==> config.mk <==
export PLATFORM = sky130hd
export DESIGN_NAME = inert_intf_fusion_flat
export DESIGN_NICKNAME = d
export VERILOG_FILES = /design/src/rtl/seg_pkg.sv /design/src/rtl/inert_intf_fusion_if.sv /design/src/rtl/inert_cal.sv /design/src/rtl/inert_intf_fusion.sv /design/src/flat_wrapper.sv
export SDC_FILE = /design/constraint.sdc
export NUM_CORES = 1
export LEC_CHECK = 0
export ABC_AREA = 1
export BUFFER_PORTS_ARGS = -buffer_cell sky130_fd_sc_hd__buf_2
export CELL_PAD_IN_SITES_DETAIL_PLACEMENT = 1
export CELL_PAD_IN_SITES_GLOBAL_PLACEMENT = 1
export CORE_MARGIN = 5
export CORE_UTILIZATION = 45
export DETAILED_ROUTE_END_ITERATION = 12
export PLACE_DENSITY = 0.86
export SLEW_MARGIN = 15
export SYNTH_ARGS = -nofsm -noshare
export SYNTH_HDL_FRONTEND = slang
export SYNTH_SLANG_ARGS = --single-unit
==> constraint.sdc <==
create_clock -name clk -period 11.4 [get_ports clk]
set_input_delay 0 -clock clk [delete_from_list [all_inputs] [get_ports clk]]
set_output_delay 0 -clock clk [all_outputs]
set_load 0.005 [all_outputs]
==> src/rtl/seg_pkg.sv <==
// Shared types and defaults for the balance-controller front end.
package seg_pkg;

  typedef enum logic {
    CAL = 1'b0,
    RUN = 1'b1
  } inert_state_t;

  // Converts offset-compensated AZ into pitch units (prod >>> 13).
  localparam logic signed [9:0] ACC_SCALE = 10'sd327;

  localparam logic [15:0]  AZ_OFFSET_DEF      = 16'h00A0;
  localparam logic [15:0]  PTCH_RT_OFFSET_DEF = 16'h0050;
  localparam int unsigned  FUSION_GAIN_DEF    = 1024;
  localparam int unsigned  CAL_LOG2_DEF       = 8;

endpackage

==> src/rtl/inert_intf_fusion_if.sv <==
// Sample-in / fused-pitch-out bundle between the IMU reader and the PID stage.
interface inert_intf_fusion_if;
  logic               vld;
  logic signed [15:0] ptch_rt_raw;
  logic signed [15:0] AZ;
  logic signed [15:0] ptch;
  logic signed [15:0] ptch_rt;
  logic               ptch_vld;
  logic               cal_done;

  modport master (
    output vld, ptch_rt_raw, AZ,
    input  ptch, ptch_rt, ptch_vld, cal_done
  );

  modport slave (
    input  vld, ptch_rt_raw, AZ,
    output ptch, ptch_rt, ptch_vld, cal_done
  );
endinterface

==> src/rtl/inert_cal.sv <==
// Power-up gyro offset learner: averages 2^CAL_LOG2 raw samples into the offset register.
module inert_cal
  import seg_pkg::*;
#(
  parameter logic [15:0] OFFSET_INIT = PTCH_RT_OFFSET_DEF,
  parameter int unsigned CAL_LOG2    = CAL_LOG2_DEF
) (
  input  logic               clk,
  input  logic               rst,
  input  logic               sample_en,
  input  logic signed [15:0] ptch_rt_raw,
  output logic        [15:0] offset,
  output logic               cal_last_c
);

  localparam int unsigned ACC_W = 16 + CAL_LOG2;

  logic [ACC_W-1:0]    acc_q;
  logic [ACC_W-1:0]    acc_sum_c;
  logic [CAL_LOG2-1:0] cnt_q;

  assign acc_sum_c  = acc_q + {{CAL_LOG2{ptch_rt_raw[15]}}, ptch_rt_raw};
  assign cal_last_c = sample_en && (cnt_q == '1);

  // The final sample is folded in before the mean is taken.
  always_ff @(posedge clk) begin
    if (rst) begin
      acc_q  <= '0;
      cnt_q  <= '0;
      offset <= OFFSET_INIT;
    end else if (sample_en) begin
      acc_q <= acc_sum_c;
      cnt_q <= cnt_q + CAL_LOG2'(1);
      if (cal_last_c) offset <= acc_sum_c[ACC_W-1:CAL_LOG2];
    end
  end

endmodule

==> src/rtl/inert_intf_fusion.sv <==
// Gyro offset compensation and gyro/accel complementary fusion of pitch.
// Optional power-up offset calibration under INERT_AUTOCAL_EN.
module inert_intf_fusion
  import seg_pkg::*;
#(
  parameter logic [15:0] AZ_OFFSET      = AZ_OFFSET_DEF,
  parameter logic [15:0] PTCH_RT_OFFSET = PTCH_RT_OFFSET_DEF,
`ifdef INERT_AUTOCAL_EN
  parameter int unsigned CAL_LOG2       = CAL_LOG2_DEF,
`endif
  parameter int unsigned FUSION_GAIN    = FUSION_GAIN_DEF
) (
  input  logic clk,
  input  logic rst,
  inert_intf_fusion_if.slave bus
);

`ifdef INERT_AUTOCAL_EN
  localparam inert_state_t RESET_STATE = CAL;
`else
  localparam inert_state_t RESET_STATE = RUN;
`endif

  localparam logic signed [26:0] GAIN = 27'(FUSION_GAIN);

  inert_state_t       state_q, state_nxt;
  logic        [15:0] offset;
  logic               cal_last_c;
  logic               sample_c;

  logic signed [26:0] ptch_int_q;
  logic signed [15:0] ptch_rt_q;
  logic               ptch_vld_q;
  logic               cal_done_q;

  logic signed [15:0] ptch_c;
  logic signed [15:0] comp_c;
  logic signed [15:0] az_comp_c;
  logic signed [25:0] prod_c;
  logic signed [15:0] ptch_acc_c;
  logic signed [26:0] fusion_c;
  logic signed [26:0] ptch_int_nxt_c;

`ifdef INERT_AUTOCAL_EN
  inert_cal #(
    .OFFSET_INIT (PTCH_RT_OFFSET),
    .CAL_LOG2    (CAL_LOG2)
  ) u_cal (
    .clk         (clk),
    .rst         (rst),
    .sample_en   (bus.vld && (state_q == CAL)),
    .ptch_rt_raw (bus.ptch_rt_raw),
    .offset      (offset),
    .cal_last_c  (cal_last_c)
  );
`else
  assign offset     = PTCH_RT_OFFSET;
  assign cal_last_c = 1'b0;
`endif

  always_ff @(posedge clk) begin
    if (rst) state_q <= RESET_STATE;
    else     state_q <= state_nxt;
  end

  always_comb begin
    state_nxt = state_q;
    sample_c  = 1'b0;
    case (state_q)
      CAL:     if (cal_last_c) state_nxt = RUN;
      RUN:     sample_c = bus.vld;
      default: state_nxt = RESET_STATE;
    endcase
  end

  // Fusion datapath: integrate the compensated rate, nudge toward the accel pitch.
  assign ptch_c         = ptch_int_q[26:11];
  assign comp_c         = bus.ptch_rt_raw - offset;
  assign az_comp_c      = bus.AZ - AZ_OFFSET;
  assign prod_c         = 26'(az_comp_c) * 26'(ACC_SCALE);
  assign ptch_acc_c     = 16'(prod_c >>> 13);
  assign fusion_c       = (ptch_acc_c > ptch_c) ? GAIN : -GAIN;
  assign ptch_int_nxt_c = ptch_int_q - 27'(comp_c) + fusion_c;

  always_ff @(posedge clk) begin
    if (rst) begin
      ptch_int_q <= '0;
      ptch_rt_q  <= '0;
      ptch_vld_q <= 1'b0;
      cal_done_q <= 1'b0;
    end else begin
      ptch_vld_q <= sample_c;
      cal_done_q <= (state_nxt == RUN);
      if (sample_c) begin
        ptch_int_q <= ptch_int_nxt_c;
        ptch_rt_q  <= comp_c;
      end
    end
  end

  assign bus.ptch     = ptch_c;
  assign bus.ptch_rt  = ptch_rt_q;
  assign bus.ptch_vld = ptch_vld_q;
  assign bus.cal_done = cal_done_q;

endmodule

==> src/flat_wrapper.sv <==
// flat-port wrapper written by rule: the top's interface ports become plain ports
module inert_intf_fusion_flat import seg_pkg::*;
#(
  parameter logic [15:0] AZ_OFFSET      = AZ_OFFSET_DEF,
  parameter logic [15:0] PTCH_RT_OFFSET = PTCH_RT_OFFSET_DEF,

  parameter int unsigned FUSION_GAIN    = FUSION_GAIN_DEF
)
  (clk, rst, bus_vld, bus_ptch_rt_raw, bus_AZ, bus_ptch, bus_ptch_rt, bus_ptch_vld, bus_cal_done);
  inert_intf_fusion_if bus_i ();
  input  logic clk;
  input  logic rst;
  input wire logic [$bits(bus_i.vld)-1:0] bus_vld;
  input wire logic [$bits(bus_i.ptch_rt_raw)-1:0] bus_ptch_rt_raw;
  input wire logic [$bits(bus_i.AZ)-1:0] bus_AZ;
  output wire logic [$bits(bus_i.ptch)-1:0] bus_ptch;
  output wire logic [$bits(bus_i.ptch_rt)-1:0] bus_ptch_rt;
  output wire logic [$bits(bus_i.ptch_vld)-1:0] bus_ptch_vld;
  output wire logic [$bits(bus_i.cal_done)-1:0] bus_cal_done;
  assign bus_i.vld = bus_vld;
  assign bus_i.ptch_rt_raw = bus_ptch_rt_raw;
  assign bus_i.AZ = bus_AZ;
  assign bus_ptch = bus_i.ptch;
  assign bus_ptch_rt = bus_i.ptch_rt;
  assign bus_ptch_vld = bus_i.ptch_vld;
  assign bus_cal_done = bus_i.cal_done;
  inert_intf_fusion #(.AZ_OFFSET(AZ_OFFSET), .PTCH_RT_OFFSET(PTCH_RT_OFFSET), .FUSION_GAIN(FUSION_GAIN)) u_core (.clk(clk), .rst(rst), .bus(bus_i));
endmodule
==> results of run 1 <==
## per-layer routing
metal | vias up | global-route usage (%) | share of wire (%)
li1 | 3517 | - | -
met1 | 3484 | 32.9 | 47
met2 | 114 | 40.3 | 48
met3 | 29 | 2.32 | 3.9
met4 | 0 | 5.61 | 1.9
met5 | - | 0 | 0
## cells in the mapped netlist, types with 4 or more instances
library cell	n
a21oi_1	75
buf_4	17
clkbuf_1	8
dfxtp_1	45
fa_1	57
ha_1	130
inv_1	248
nand2_1	155
nand2_2	6
nand3_1	51
nand4_1	19
nor2_1	95
nor2_2	7
nor3_1	10
o211ai_1	7
o21a_1	4
o21ai_0	50
o21ai_1	10
xnor2_1	10
xor2_1	30
## state kept, by name (all words and copies together) (netlist names)
name and cells:
u_core.ptch_int_q 27, u_core.bus.ptch_rt 16, u_core.bus.cal_done 1, u_core.bus.ptch_vld 1
## cell families (layout without fill, tap and decap cells)
kind of cell               count (synthesis)  in the layout  share of synthesized area, %
AOI/OAI and AO/OA                        169            169                          12.5
xor gates and xnor gates                  41             41                          4.79
adders and majority gates                187            187                          36.1
buffers and inverters                    279            332                          14.6
DFF                                       45             45                          11.8
and+or+nand+nor                          355            355                          20.2
## final timing paths
kind | endpoint | slack (ns) | cells past startpoint
hold reg to reg | u_core.bus.ptch_rt[8] | 0.49 | 2
setup / recovery | u_core.ptch_int_q[24] | 1.75 | 48
hold / removal | u_core.ptch_int_q[0] | 0.02 | 3
setup reg to reg | u_core.ptch_int_q[24] | 6.85 | 21
## metrics by stage
stage	hold slack, ns	instance area, um2
3_3_place_gp	0.261	8110
4_1_cts	0.0203	8310
3_5_place_dp	0.277	8110
2_1_floorplan	0.0839	7660
6_report	0.0170	8310
5_1_grt	0.0454	8310
## critical path, delay by kind of cell
kind / cells / cell delay [ns]
compound gates: 4 / 0.93
fa+ha+maj: 10 / 4.00
buf+inv: 10 / 1.65
simple gates: 24 / 3.24
## area by class of cell
class	count	area share, %
multi-input combinational	752	67.9
inverter	250	11.3
sequential	45	10.8
timing repair buffer	74	4.76
tap	220	3.31
clock buffer	6	1.67
clock inverter	2	0.196
==> results.md, run 1 <==
- Cell count after placement: 1,337
- Worst-Skew Late Latency: 0.30 ns
- CP max stage cell: inv_1
- Total gr overflow: 0
- Non-Filler Instances: 1,349
- Final clock skew: 0.00686 ns
- Crit share post-route: 84.6%
- Clock sinks: 45
- IO Pins: 69
- Setup Total Neg Slack: 0 ns
- ANT nets after route: 0
- Post-synth EDFFs: 0
- Crit end category: flip-flop
- Die area: 19,700 um2
- Resize count post-CTS: 0
- Initial antenna violation count: 0
- Status: finished clean
- Vias per cell: 5.30
- Min-delay src: bus_ptch_rt_raw[0]
- Final Setup Violations: 0
- Setup CP Type: input port to flip-flop
- F_max: 104 MHz
- Synth-to-Final Area Change: 8.48%
- Ys flop type: dfxtp_1
- Relative slew slack: 27.7%
- Die span in y: 140 um
- CTS tree: yes
- PnR worst setup slack: 1.75 ns
- Nets: 1,350
- Via count: 7,144
- Wire per inst: 17.0 um
- Register area share after synthesis: 11.8%
- Nature of the critical path startpoint: input port
- Initial Utilization: 46.0%
- Cell Rows: 47
- Port bufs: 68
- Cell accounting for the most synthesized area: ha_1
- DRT iter0 DRCs: 387
- Router iterations before antenna repair: 4
- FFs w/ async S/R, synth: 0%
- Synth top area share: 21.2%
- Layout cell share with drive strength beyond 1: 9.57%
- RR Startpoint: u_core.ptch_int_q[20]
- Die extent in x: 140 um
- Fill cells: 2,217
- Worst path max stage delay: 0.67 ns
- Cts bufs inserted: 5
- Routability Congestion: 0.896
- Synth top area cells: ha_1 (21%), fa_1 (15%), inv_1 (12%), dfxtp_1 (12%), nand2_1 (7.6%)
- Mapped Cells: 1,076
- Seq cells post-synth: 45
- Core area: 16,600 um2
- Mapped Nets: 1,298
- Synth cell types: 42
- CP arrival: 9.85 ns
- Most frequent cells in the layout: inv_1 (248), nand2_1 (155), ha_1 (130)
- Placement Setup Slack: 1.41 ns
- Clk buf depth: 2
- Final Core Density: 49.9%
- Hold Path Class: input port to flip-flop
- Dpl hpwl: 19.6 mm
- Diodes inserted: 0
- RSZ-0062 raised after global routing: no
- Multi-input logic area: 5640 um2
- Yosys warnings: 0
- Commonest non-fill, non-tap cell in the layout: inv_1
- Maximum number of pins on one net before global-route repair: 56
- CP max FO: 15
- Post-CTS setup repair buffer count: 0
- # DRC: 0
- Clk Tree Root Cell: clkbuf_16
- Crit. Startpoint: bus_AZ[5]
- Worst Tran Pin Value: 1.08 ns
- CTS hold repair buffers: 4
- Clock Pin Slew Worst Setup and Hold Paths: 0.07 ns
- Slew Limit Fails: 0
- Final min period: 9.65 ns
- Total global-route track usage: 23.9%
- MaxCap Viol Count: 0
- Most frequent CP cell: nand2_1
- Worst EP required: 11.60 ns
- Synth Area per Inst: 7.12 um2
- Mapped cell area: 7660 um2
- Routed wire length: 22.9 mm
- H-tree depth: 2
- Sequential Area: 901 um2
- First-pass GRT wire length: 38.5 mm
- Vias in the first global route: 7,669
- Final hold violation count: 0
Power of run 1 is not shown: default switching activity piles up to over one toggle a cycle in this logic, so the estimate is an artifact.
==> inputs of run 2 (changes only) <==
--- a/config.mk
+++ b/config.mk
@@ -10,9 +10,9 @@
 export CELL_PAD_IN_SITES_DETAIL_PLACEMENT = 1
 export CELL_PAD_IN_SITES_GLOBAL_PLACEMENT = 1
 export CORE_MARGIN = 5
-export CORE_UTILIZATION = 45
+export CORE_UTILIZATION = 41
 export DETAILED_ROUTE_END_ITERATION = 12
-export PLACE_DENSITY = 0.86
+export PLACE_DENSITY = 0.83
 export SLEW_MARGIN = 15
 export SYNTH_ARGS = -nofsm -noshare
 export SYNTH_HDL_FRONTEND = slang
==> constraint.sdc (replaced) <==
create_clock -name clk -period 8.1 [get_ports clk]
set_input_delay 0 -clock clk [delete_from_list [all_inputs] [get_ports clk]]
set_output_delay 0 -clock clk [all_outputs]
set_load 0.005 [all_outputs]
==> run 2 against run 1 <==
Core utilization shrank 2.2 points. Hold slack lost 0.0082 ns. First-iteration DRC count shrank 19%. Worst setup slack lost 1.5 ns. Global-route usage shrank 2.9 points. Routed wire length grew 0.76%. Flip-flop and latch count is the same. Critical path depth is the same. Die area grew 9.0%. Largest cell class unchanged.
==> results.md, run 2 (same netlist as run 1, synthesis figures left out) <==
- Most frequent CP cell: inv_1
- Via count: 7,205 (+0.85%)
- CP arrival: 8.03 ns (-1.82 ns)
- Total global-route track usage: 21.0% (-2.9 points)
- CP max FO: 15 (unchanged)
- Nets: 1,372 (+1.6%)
- Initial antenna violation count: 0 (unchanged)
- Clk Tree Root Cell: clkbuf_16
- Status: finished clean
- Wire per inst: 16.7 um (-1.9%)
- Vias per cell: 5.20 (-1.8%)
- Most frequent cells in the layout: inv_1 (244), nand2_1 (145), ha_1 (119)
- Vias in the first global route: 7,857 (+2.5%)
- Slew Limit Fails: 0 (unchanged)
- Sequential Area: 901 um2 (unchanged)
- Multi-input logic area: 5960 um2 (+5.6%)
- Die span in y: 147 um (+4.4%)
- Worst path max stage delay: 0.55 ns (-0.12 ns)
- Commonest non-fill, non-tap cell in the layout: inv_1
- Hold Path Class: input port to flip-flop
- CP max stage cell: fa_1
- First-pass GRT wire length: 37.7 mm (-2.3%)
- Largest register FFs: 27 (unchanged)
- Worst EP required: 8.30 ns (-3.30 ns)
- Cts bufs inserted: 5 (unchanged)
- Fill cells: 2,384 (+7.5%)
- Router iterations before antenna repair: 4 (unchanged)
- Initial Utilization: 41.3% (-4.7 points)
- Final hold violation count: 0 (unchanged)
- Die area: 21,500 um2 (+9.0%)
- Clk buf depth: 2 (unchanged)
- Area post-placement: 8300 um2 (+2.3%)
- Routability Congestion: 0.938 (+4.7%)
- Cell Rows: 50 (+6.4%)
- Diodes inserted: 0 (unchanged)
- H-tree depth: 2 (unchanged)
- Dpl hpwl: 18.6 mm (-5.3%)
- Setup CP Type: input port to flip-flop
- # DRC: 0 (unchanged)
- Die extent in x: 147 um (+4.4%)
- Crit end category: flip-flop
- Final Cell Area: 8840 um2 (+6.4%)
- Relative slew slack: 27.4% (-0.36 points)
- Nature of the critical path startpoint: input port
- Clock sinks: 45 (unchanged)
- Port bufs: 68 (unchanged)
- Crit share post-route: 96.7%
- Synth-to-Final Area Change: 15.4%
- Maximum number of pins on one net before global-route repair: 56 (unchanged)
- Total gr overflow: 0 (unchanged)
- DRT iter0 DRCs: 315 (-19%)
- Final min period: 7.83 ns
- Layout cell share with drive strength beyond 1: 16.3% (+6.8 points)
- Worst Tran Pin Value: 1.09 ns (+0.00536 ns)
- Final Setup Violations: 0 (unchanged)
- Clock Pin Slew Worst Setup and Hold Paths: 0.07 ns (about the same)
- Final clock skew: 0.0114 ns (+0.00458 ns)
- Routed wire length: 23.1 mm (+0.76%)
- ANT nets after route: 0 (unchanged)
- Core area: 18,500 um2 (+11%)
- IO Pins: 69 (unchanged)
- F_max: 128 MHz
- MaxCap Viol Count: 0 (unchanged)
- CTS tree: yes
- Top reg by flops: u_core.ptch_int_q
- Worst-Skew Late Latency: 0.31 ns (about the same)
-- run 2: cell types whose count changed in the layout (fill, tap and decap cells not counted), sizes merged --
| cell | delta |
|---|---|
| buf | +22 |
| clkbuf | -1 |
| bufinv | +1 |
| clkinv | +1 |
| clkinvlp | -1 |
-- run 2: through the flow --
stage	hold WS (ns)	util [%]	setup slack (ns)	cells	TNS (ns)
floorplan	0.0839	-	0.110	1076	0
global placement	0.270	44.8	0.00963	1372	0
detailed placement	0.294	44.8	-0.295	1372	-2.86
CTS	0.00175	46.0	0.111	1384	0
global route	0.0141	47.7	-0.169	1385	-1.19
finish	0.00883	47.7	0.271	1385	0
-- run 2: routing by layer --
metal,GRT usage (%),vias to the layer above,part of all wire (%)
met4,6.16,0,2.8
met5,0,-,0
met1,24.8,3518,41
li1,-,3550,-
met3,1.89,45,2.4
met2,39.9,92,53
-- run 2: timing repair --
action | 4_1_cts | 5_1_grt
setup buffers | 0 | 1
hold endpoints to repair | 4 | 0
resized for setup | 1 | 72
pin swaps | 0 | 7
hold buffers | 4 | 0
endpoints found under the setup margin | 2 | 15
-- run 2: cell type report --
cell class	count	area share [%]
multi-input combinational	752	67.4
inverter	250	10.6
sequential	45	10.2
timing repair buffer	96	6.48
tap	234	3.31
clock buffer	5	1.42
clock inverter	3	0.566
-- run 2: worst max-delay path: cells and delay by family --
kind                       cells  cell delay [ns]
and+or+nand+nor               21             2.62
AOI/OAI and AO/OA              5             0.75
adders and majority gates     10             3.71
buffers and inverters         12             0.93
-- run 2: worst paths after layout --
kind / from / to / slack (ns) / cells past startpoint
worst max-delay path: bus_AZ[5] / u_core.ptch_int_q[22] / 0.27 / 48
worst min-delay path: bus_ptch_rt_raw[1] / u_core.bus.ptch_rt[1] / 0.009 / 3
worst max register to register: u_core.ptch_int_q[20] / u_core.ptch_int_q[22] / 4.04 / 24
worst min register to register: u_core.bus.ptch_rt[9] / u_core.bus.ptch_rt[9] / 0.48 / 2
Power of run 2 is left out for the same reason.
==> inputs of run 3 (changes only) <==
--- a/config.mk
+++ b/config.mk
@@ -9,7 +9,6 @@
 export BUFFER_PORTS_ARGS = -buffer_cell sky130_fd_sc_hd__buf_2
 export CELL_PAD_IN_SITES_DETAIL_PLACEMENT = 1
 export CELL_PAD_IN_SITES_GLOBAL_PLACEMENT = 1
-export CORE_MARGIN = 5
 export CORE_UTILIZATION = 41
 export DETAILED_ROUTE_END_ITERATION = 12
 export PLACE_DENSITY = 0.83
==> constraint.sdc (replaced) <==
create_clock -name clk -period 8.1 [get_ports clk]
set_input_delay 0.81 -clock clk [delete_from_list [all_inputs] [get_ports clk]]
set_output_delay 0.81 -clock clk [all_outputs]
set_load 0.005 [all_outputs]
==> run 3 against run 2 <==
Fmax fell by 18%. Clock skew rose by 0.022 ns. Worst setup slack got worse by 1.7 ns. Final cell count rose by 10%. Flip-flop and latch count did not move. Register-to-register slack got worse by 0.64 ns. Highest routed layer unchanged. Core utilization rose by 15 points. Routed wire length rose by 98%. Clock-buffer cell count rose by 1. Critical path depth fell by 2. The run now ends with DRC, setup timing left. Hold slack improved by 0.49 ns. First-iteration DRC count rose to 2.6 times the previous value.
==> results.md, run 3 (same netlist as run 1, synthesis figures left out) <==
- Die area: 19,200 um2 (-11%)
- ANT nets after route: 0 (unchanged)
- H-tree depth: 2 (unchanged)
- Synth-to-Final Area Change: 49.3%
- Cell count after placement: 1,458 (+6.3%)
- Hold_ws: 0.497 ns (+0.488 ns)
- Total global-route track usage: 34.5% (+14 points)
- Clk Tree Root Cell: clkbuf_16
- Area post-placement: 9320 um2 (+12%)
- Core area: 18,100 um2 (-2.0%)
- Setup CP Type: input port to flip-flop
- Worst Tran Pin Value: 1.24 ns (+0.152 ns)
- Largest register FFs: 27 (unchanged)
- Diodes inserted: 0 (unchanged)
- Via count: 9,618 (+33%)
- Crit end category: flip-flop
- Layout cell share with drive strength beyond 1: 42.2% (+26 points)
- Final hold violation count: 0 (unchanged)
- Fill cells: 2,135 (-10%)
- Worst-Skew Late Latency: 0.34 ns (+0.03 ns)
- Vias in the first global route: 9,460 (+20%)
- Worst path max stage delay: 0.63 ns (+0.08 ns)
- Status: finished with violations
- Initial Utilization: 42.2% (+0.84 points)
- Vias per cell: 6.31 (+21%)
- Maximum number of pins on one net before global-route repair: 56 (unchanged)
- CP max FO: 8 (-7)
- CTS tree: yes
- Clock sinks: 45 (unchanged)
- Die extent in x: 139 um (-5.5%)
- Failing checks: DRC, setup timing
- Wire per inst: 30.0 um (+80%)
- Cts bufs inserted: 5 (unchanged)
- MaxCap Viol Count: 0 (unchanged)
- Commonest non-fill, non-tap cell in the layout: inv_1
- Router iterations before antenna repair: 9 (+5)
- Routability Congestion: 0.917 (-2.3%)
- Relative slew slack: 17.2% (-10 points)
- DRT iter0 DRCs: 833 (+160%)
- Final Setup Violations: 16 (+16)
- Slew Limit Fails: 0 (unchanged)
- F_max: 105 MHz (-18%)
- Non-Filler Instances: 1,524 (+10%)
- IO Pins: 69 (unchanged)
- Final min period: 9.53 ns (+1.70 ns)
- CTS hold repair buffers: 0 (-4)
- Clk buf depth: 2 (unchanged)
- Nets: 1,516 (+10%)
- Initial antenna violation count: 0 (unchanged)
- CP max stage cell: fa_2
- Port bufs: 68 (unchanged)
- # DRC: 6 (+6)
- CP arrival: 9.77 ns (+1.74 ns)
- Final clock skew: 0.0335 ns (+0.0221 ns)
- PnR worst setup slack: -1.43 ns (-1.70 ns)
- Top reg by flops: u_core.ptch_int_q
- Die span in y: 139 um (-5.5%)
- Final Cell Area: 11,400 um2 (+29%)
- Routed wire length: 45.8 mm (+98%)
- Clock Pin Slew Worst Setup and Hold Paths: 0.10 ns (+0.03 ns)
- First-pass GRT wire length: 51.5 mm (+37%)
- Crit share post-route: 118% (+21 points)
- Most frequent cells in the layout: inv_1 (195), buf_4 (153), nand2_1 (100)
- Hold Path Class: flip-flop to flip-flop
- Flop2flop setup slack: 3.40 ns (-0.64 ns)
- Dpl hpwl: 21.4 mm (+15%)
- Nature of the critical path startpoint: input port
- Cell Rows: 49 (-2.0%)
- Total gr overflow: 0 (unchanged)
- RSZ-0062 raised after global routing: yes
- Worst EP required: 8.34 ns (+0.04 ns)
==> run 3: worst max-delay path: cells and delay by family <==
kind / cells / cell delay (ns)
compound gates: 3 / 0.92
xor+xnor: 1 / 0.26
fa+ha+maj: 9 / 3.43
buf+inv: 14 / 1.66
simple gates: 19 / 2.65
==> run 3: layout make-up <==
class / instances / area, um2 / area share, %
clock buffers: 6 / 139 / 1.21
clock inverters: 2 / 17.5 / 0.153
inverters: 250 / 997 / 8.72
multi-input cells: 752 / 7310 / 64.0
flip-flops and latches: 45 / 901 / 7.88
well taps: 229 / 287 / 2.51
repair buffers: 240 / 1780 / 15.6
==> run 3: path summary, 6_finish.rpt <==
check                                      startpoint                     to  depth (start not counted)
worst min-delay path            u_core.bus.ptch_rt[8]  u_core.bus.ptch_rt[8]                          2
worst min register to register  u_core.bus.ptch_rt[8]  u_core.bus.ptch_rt[8]                          2
worst max register to register  u_core.ptch_int_q[20]  u_core.ptch_int_q[22]                         23
worst max-delay path                        bus_AZ[6]  u_core.ptch_int_q[22]                         46
==> run 3: repair_timing <==
item / CTS / global route
gates resized for setup: 159 / 210
cloned: 1 / 0
endpoints found under the setup margin: 15 / 16
pin swaps: 66 / 144
buffers inserted: 18 / 40
==> run 3: stage by stage <==
| step | setup WS, ns | setup TNS [ns] | util [%] |
|---|---|---|---|
| after floorplan | 0.00515 | 0 | - |
| after global placement | -0.431 | -5.04 | 51.3 |
| after global routing | -1.38 | -18.04 | 63.0 |
| after detailed placement | -0.817 | -10.10 | 51.3 |
| after CTS | -0.210 | -1.14 | 56.4 |
| final | -1.43 | -18.94 | 63.0 |
==> run 3: routing by layer <==
| layer | up-vias | GRT usage, % | part of all wire, % |
|---|---|---|---|
| met5 | - | 0 | 0 |
| met4 | 0 | 20.7 | 11 |
| met3 | 384 | 5.28 | 9.8 |
| met2 | 810 | 61.6 | 45 |
| met1 | 4577 | 39.1 | 34 |
| li1 | 3847 | - | - |
Power of run 3 is left out for the same reason.
